**src/rtl/multu_hilo.sv**
```systemverilog
// Iterative unsigned shift-add multiplier with architectural HI/LO registers.
// One multiplier bit is retired per cycle; the product is committed to HI/LO atomically.
//
// state | meaning
// IDLE  | waiting for start; HI/LO hold the last committed product
// RUN   | shift-add iterations in progress; HI/LO still hold the previous product
module multu_hilo #(
  parameter int WIDTH = 32,
  parameter int CNT_W = 6
) (
  input  logic             clk,
  input  logic             rst_n,
  input  logic             start,
  input  logic [WIDTH-1:0] src_a,
  input  logic [WIDTH-1:0] src_b,
  input  logic [1:0]       sel,
  output logic             busy,
  output logic             done,
  output logic [WIDTH-1:0] hi,
  output logic [WIDTH-1:0] lo,
  output logic [WIDTH-1:0] dout
);

  typedef enum logic {IDLE, RUN} state_t;

  localparam logic [CNT_W-1:0] LAST_CNT = CNT_W'(WIDTH - 1);

  state_t             state_q;
  logic [2*WIDTH-1:0] acc_q;
  logic [WIDTH-1:0]   mcand_q;
  logic [CNT_W-1:0]   cnt_q;
  logic [WIDTH-1:0]   hi_q;
  logic [WIDTH-1:0]   lo_q;
  logic               done_q;

  logic [WIDTH:0]     sum_d;
  logic [2*WIDTH-1:0] acc_d;

  // Carry out of the upper-half add is kept and shifted back into the accumulator.
  always_comb begin
    sum_d = {1'b0, acc_q[2*WIDTH-1:WIDTH]};
    if (acc_q[0]) begin
      sum_d = {1'b0, acc_q[2*WIDTH-1:WIDTH]} + {1'b0, mcand_q};
    end
    acc_d = {sum_d, acc_q[WIDTH-1:1]};
  end

  always_ff @(posedge clk or negedge rst_n) begin
    if (!rst_n) begin
      state_q <= IDLE;
      acc_q   <= '0;
      mcand_q <= '0;
      cnt_q   <= '0;
      hi_q    <= '0;
      lo_q    <= '0;
      done_q  <= 1'b0;
    end else begin
      done_q <= 1'b0;
      case (state_q)
        IDLE: begin
          if (start) begin
            mcand_q <= src_a;
            acc_q   <= {{WIDTH{1'b0}}, src_b};
            cnt_q   <= '0;
            state_q <= RUN;
          end
        end
        RUN: begin
          acc_q <= acc_d;
          cnt_q <= cnt_q + 1'b1;
          if (cnt_q == LAST_CNT) begin
            hi_q    <= acc_d[2*WIDTH-1:WIDTH];
            lo_q    <= acc_d[WIDTH-1:0];
            done_q  <= 1'b1;
            state_q <= IDLE;
          end
        end
        default: state_q <= IDLE;
      endcase
    end
  end

  assign busy = (state_q == RUN);
  assign done = done_q;
  assign hi   = hi_q;
  assign lo   = lo_q;

  always_comb begin
    dout = '0;
    case (sel)
      2'b01:   dout = hi_q;
      2'b10:   dout = lo_q;
      default: dout = '0;
    endcase
  end

endmodule
```
**config.mk**
```make
export PLATFORM = sky130hd
export DESIGN_NAME = multu_hilo
export DESIGN_NICKNAME = d
export VERILOG_FILES = /design/src/rtl/multu_hilo.sv
export SDC_FILE = /design/constraint.sdc
export NUM_CORES = 1
export LEC_CHECK = 0
export BUFFER_PORTS_ARGS = -buffer_cell sky130_fd_sc_hd__buf_2
export CORE_MARGIN = 2
export CORE_UTILIZATION = 33
export DETAILED_ROUTE_END_ITERATION = 10
export GPL_TIMING_DRIVEN = 0
export PLACE_DENSITY = 0.66
export SLEW_MARGIN = 20
export SYNTH_ARGS = -nofsm -noshare
export SYNTH_HDL_FRONTEND = slang
export SYNTH_SLANG_ARGS = --single-unit
```
**constraint.sdc**
```tcl
create_clock -name clk -period 3 [get_ports clk]
set_input_delay 0.45 -clock clk [delete_from_list [all_inputs] [get_ports clk]]
set_output_delay 0.45 -clock clk [all_outputs]
set_load 0.02 [all_outputs]
```
; Yosys cells after proc, flatten, opt, wreduce, memory -nomap -nowiden
; Index checks and enable logic that the tools add are counted.
[totals]
reg_bits = 168
input_bits = 69
wordCells = 27
[op_classes]
add_sub_neg = 2
n_eq_ne = 4
muxes = 11
n_bitwise = 1
reduce_logical = 2
[op_table]
columns = cell, count
row1 = case mux 64 bit (2 select lines), 1
row2 = two-way mux 64 bit, 1
row3 = case mux 32 bit (2 select lines), 1
row4 = adder 32 x 32 -> 33 bit, 1
row5 = two-way mux 33 bit, 1
row6 = case mux 6 bit (2 select lines), 1
row7 = adder 6 x 1 -> 6 bit (second input constant), 1
row8 = equality test 6 x 5 -> 1 bit (second input constant), 1
row9 = two-way mux 6 bit, 1
row10 = two-way mux 1 bit, 4
row11 = AND reduction 2 bit, 2
row12 = equality test 2 x 1 -> 1 bit (second input constant), 1
row13 = equality test 2 bit (second input constant), 1
row14 = inequality test 2 bit (second input constant), 1
row15 = case mux 1 bit (2 select lines), 1
row16 = NOT 1 bit, 1

; Longest topological paths before layout
[depth]
depth_word = 3
ltp_mapped = 10
ltp_nobuf = 10

; Worst setup path after synthesis
; No wires, ideal clock.
[synth_timing]
kind = register to register
startpoint = register acc_q[32]
endpoint = register hi_q[19], in the netlist hi[19]
setup_time_ns = 0.125
arrival_time_ns = 2.665
required_time_ns = 2.875
setup_slack_ns = 0.210
path_stages_with_launch = 11
synth_period_minus_slack_ns = 2.790
cell_sequence = dfrtp_1 ha_1 fa_1 a21o_1 a221oi_4 a211oi_2 o32ai_2 o21ai_1 xor2_1 mux2_4 mux2_4
[synth_between]
elab_chain_cells = 2
[synth_rtl]
columns = item, line_no
row1 = from (decl), 29  ; logic [2*WIDTH-1:0] acc_q;
row2 = from (signal assigned), 63  ; acc_q <= {{WIDTH{1'b0}}, src_b};
row3 = adder 32 x 32 -> 33 bit, 43  ; sum_d = {1'b0, acc_q[2*WIDTH-1:WIDTH]} + {1'b0, mcand_q};
row4 = two-way mux 33 bit, 42  ; if (acc_q[0]) begin
row5 = to (signal assigned), 72  ; hi_q <= acc_d[2*WIDTH-1:WIDTH];
row6 = to (decl), 32  ; logic [WIDTH-1:0] hi_q;
; Every way passes these cells.
; A chain may end at the register's enable or synchronous reset.

; Worst setup path after layout
[layout_timing]
startpoint = register acc_q[32]
endpoint = register hi_q[29], in the netlist hi[29]
; The elaborated chain is that of the path after synthesis.

==> run summary <==
====================================================================================================
Maximum level of the CTS H-tree                                                                    4
Nets                                                                                            1343
Leakage power figure                                                                         5.66 nW
Max-cap viol count                                                                                 0
Worst slew margin                                                                              49.6%
TritonCTS Buffers                                                                                 17
Core utilization of the finished layout                                                        40.6%
Antenna diode count                                                                                0
Worst ir drop on vdd                                                                        0.492 mV
Starting density of the core                                                                   33.4%
Final routed DRC violation total                                                                   0
Worst Hold Path Cells                                                                              3
GP Congestion                                                                                  0.885
Combinational family with the most area after synthesis                                 simple AND/OR/NAND/NOR gates
Fraction of final layout cells with drive strength greater than 1                              19.3%
Net Count, Synth                                                                                1152
Part of the Yosys area used for sequential elements                                            45.5%
Element type at the critical path end                                                       register
Final period demand of the worst path                                                        2.92 ns
Post-layout total power                                                                      13.4 mW
Count of endpoints failing hold in the final timing report                                         0
Most frequent standard cell in the layout excluding fill and tap cells                  sky130_fd_sc_hd__nand2_1
Fillers                                                                                         2772
Worst hold path startpoint                                                                 src_a[27]
Total number of placement rows                                                                    61
Status                                                                                  finished clean
Critical path startpoint category                                                           register
Most used DFF post-synth                                                                sky130_fd_sc_hd__dfrtp_1
Synth Area in Adders                                                                           4.95%
Setup repair after global routing missed its margin                                             true
Cell types occupying the most area after synthesis                                      sky130_fd_sc_hd__dfrtp_1 (45%), sky130_fd_sc_hd__nand2_1 (12%), sky130_fd_sc_hd__mux2i_1 (5.5%)
Number of enable flip-flop cells after synthesis                                                   0
Commonest non-fill, non-tap cells in the layout                                         sky130_fd_sc_hd__nand2_1 (301), sky130_fd_sc_hd__dfrtp_1 (168), sky130_fd_sc_hd__buf_2 (167)
Critical path fanouts, max                                                                         5
Setup TNS Final                                                                                 0 ns
Share of synthesized flip-flops with an asynchronous set or reset                               100%
CTS root buf                                                                            sky130_fd_sc_hd__clkbuf_16
Count of cell types in the netlist                                                                64
Syn_area_per_cell                                                                          8.83 um^2
CTS Sinks                                                                                        168
Power density over the cells                                                            1190 nW/um^2
Critical path data arrival time                                                              3.29 ns
Slew Viols, Final                                                                                  0
Worst Path Required                                                                          3.37 ns
Count of vias placed by the detailed router                                                     8386
Placed wire-length estimate                                                                 22700 um
Combined global-route utilization of all metal layers                                          19.9%
Setup slack, reg-to-reg                                                                      0.08 ns
Wire length of the first global-routing pass                                                45000 um
Crit Reg-Reg Startpoint                                                                    acc_q[32]
Share of the clock period used by the worst path after layout                                  97.3%
Die Span X                                                                                    171 um
Final clock skew                                                                           0.0199 ns
TritonCTS clock tree                                                                             yes
Clock-pin slew reported for the worst setup and hold paths after clock tree synthesis        0.07 ns
Simple-gate portion of the synthesized area                                                    19.6%
Number of top-level design ports                                                                 167
Path type of the worst min-delay path                                                   input pin to register
Final wirelength                                                                            29200 um
Least-Margin Pin Slew                                                                       0.756 ns
Final setup viols                                                                                  0
Proportion of netlist area held by the largest area contributor                                45.5%
Via count of the first global-routing pass                                                      8136
Cell area after synthesis                                                                  9240 um^2
Clock latency reported for the late side of the worst-skew pair                              0.44 ns
Core Box Area                                                                             27700 um^2
Number of iterations in the first detailed-routing pass                                            5
Xor/xnor share of the synthesized area                                                         2.27%
Pre-CTS setup slack                                                                       -0.0678 ns
Total of flip-flops plus latches after synthesis                                                 168
Pin count of the biggest net entering global routing                                              66
Kind of critical path                                                                   register to register
Global route total overflow                                                                        0
Fraction of the mapped netlist area in compound gates                                          17.7%
Bufs on Longest Clock Path                                                                         2
Highest clock rate                                                                         0.343 GHz
Endpoint of the worst hold path                                                          mcand_q[27]
Synthesized instance count                                                                      1047
DR iter-0 viols                                                                                  836
R2R Path End                                                                                  hi[29]
Area added between synthesis and finish                                                        21.8%
Per-cell routed wire length                                                                  17.9 um
Ratio of routed vias to standard cells                                                          5.15
Total of warnings raised by yosys                                                                  0
Port-buffer cells                                                                                166
Height of the die                                                                             171 um
FF-to-FF path depth                                                                               11
Worst setup margin                                                                         0.0825 ns
Remaining antenna violation count                                                                  0
Cell accounting for the most synthesized area                                           sky130_fd_sc_hd__dfrtp_1
Area of the die                                                                           29400 um^2
Antenna violations before repair                                                                   0
Mux cell area share after synthesis                                                            6.58%
====================================================================================================
[Yosys cell counts (3+ instances only)]
master and count:
sky130_fd_sc_hd__a211oi_1 4, sky130_fd_sc_hd__a21o_1 15, sky130_fd_sc_hd__a21oi_1 38, sky130_fd_sc_hd__a221o_1 4, sky130_fd_sc_hd__a22oi_1 34, sky130_fd_sc_hd__a31o_2 7, sky130_fd_sc_hd__a31oi_1 15, sky130_fd_sc_hd__and3_1 13
sky130_fd_sc_hd__and4_1 3, sky130_fd_sc_hd__buf_1 7, sky130_fd_sc_hd__clkbuf_1 60, sky130_fd_sc_hd__dfrtp_1 168, sky130_fd_sc_hd__ha_1 35, sky130_fd_sc_hd__inv_1 10, sky130_fd_sc_hd__mux2_2 6, sky130_fd_sc_hd__mux2i_1 51
sky130_fd_sc_hd__nand2_1 301, sky130_fd_sc_hd__nand3_1 21, sky130_fd_sc_hd__nand4_1 11, sky130_fd_sc_hd__nor2_1 59, sky130_fd_sc_hd__nor3_1 3, sky130_fd_sc_hd__o211ai_1 4, sky130_fd_sc_hd__o21a_1 6, sky130_fd_sc_hd__o21ai_0 85
sky130_fd_sc_hd__o21ai_1 6, sky130_fd_sc_hd__o21bai_1 4, sky130_fd_sc_hd__o31ai_1 3, sky130_fd_sc_hd__or2_2 3, sky130_fd_sc_hd__or3_1 6, sky130_fd_sc_hd__xnor2_1 17, sky130_fd_sc_hd__xor2_1 7
[critical path, stage by stage (launching register included)]
cell and delay, ns:
sky130_fd_sc_hd__dfrtp_1 0.41, sky130_fd_sc_hd__ha_2 0.22, sky130_fd_sc_hd__fa_2 0.35, sky130_fd_sc_hd__a21o_1 0.21
sky130_fd_sc_hd__a221oi_4 0.30, sky130_fd_sc_hd__buf_4 0.17, sky130_fd_sc_hd__o211a_4 0.19, sky130_fd_sc_hd__nor2_8 0.06
sky130_fd_sc_hd__a31oi_4 0.25, sky130_fd_sc_hd__o311a_1 0.26, sky130_fd_sc_hd__mux2_2 0.37, sky130_fd_sc_hd__nand2_1 0.06
[state kept, by name (all words and copies together), names as in the netlist]
register	cells
acc_q	64
hi	32
lo	32
mcand_q	32
cnt_q	6
busy	1
done	1
[layer usage]
layer | wire length (um) | GRT usage [%] | share of wire (%) | up-vias
li1 | - | - | - | 4039
met1 | 13800 | 27.4 | 47 | 4029
met2 | 13200 | 32.0 | 45 | 290
met3 | 1770 | 3.89 | 6.1 | 28
met4 | 474 | 5.08 | 1.6 | 0
met5 | 0 | 0 | 0 | -
[where the power goes]
| group | leakage [nW] | internal [mW] | switching, mW | total [mW] |
|---|---|---|---|---|
| Sequential | 2.13 | 3.27 | 0.944 | 4.21 |
| Combinational | 3.25 | 2.77 | 4.27 | 7.04 |
| Clock | 0.281 | 1.13 | 1.05 | 2.18 |
[layout make-up]
class / instances / area, um^2 / area share, %
multi-input cells: 799 / 4750 / 42.2
flip-flops and latches: 168 / 4200 / 37.3
repair buffers: 172 / 928 / 8.25
well taps: 378 / 473 / 4.20
clock buffers: 18 / 439 / 3.90
plain buffers: 70 / 273 / 2.42
clock inverters: 14 / 156 / 1.39
inverters: 10 / 37.5 / 0.333
[per-stage QoR]
stage                     instances  instance area, um^2  hold WS, ns
after floorplan                1047                 9240        0.154
after global placement         1591                10500        0.466
after detailed placement       1593                10600        0.396
after CTS                      1628                11200        0.198
after global routing           1629                11300        0.195
final                          1629                11300        0.208
[worst max path at each step]
stage          slack (ns)          end  cells past startpoint  startpoint
5_1_grt             -0.04       hi[19]                     10   acc_q[32]
6_report             0.08       hi[29]                     11   acc_q[32]
4_1_cts              0.03       hi[19]                     10   acc_q[32]
3_3_place_gp        -1.14  mcand_q[28]                      1       rst_n
2_1_floorplan        0.21       hi[19]                     10   acc_q[32]
3_5_place_dp        -0.07       hi[19]                     10   acc_q[32]
[repair_timing]
item | CTS | global route
pin swaps | 2 | 3
endpoints found under the setup margin | 2 | 16
hold buffers | 1 | 0
setup buffers | 2 | 1
hold endpoints to repair | 52 | 0
gates resized for setup | 0 | 6
[logic make-up after synthesis]
kind of cell	Yosys count
buffers and inverters	80
adder cells (fa/ha/maj)	36
AO/OA/AOI/OAI	248
XOR/XNOR	24
AND/OR/NAND/NOR	432
multiplexers	59
flip-flops	168
(Power assumes the default switching activity.)
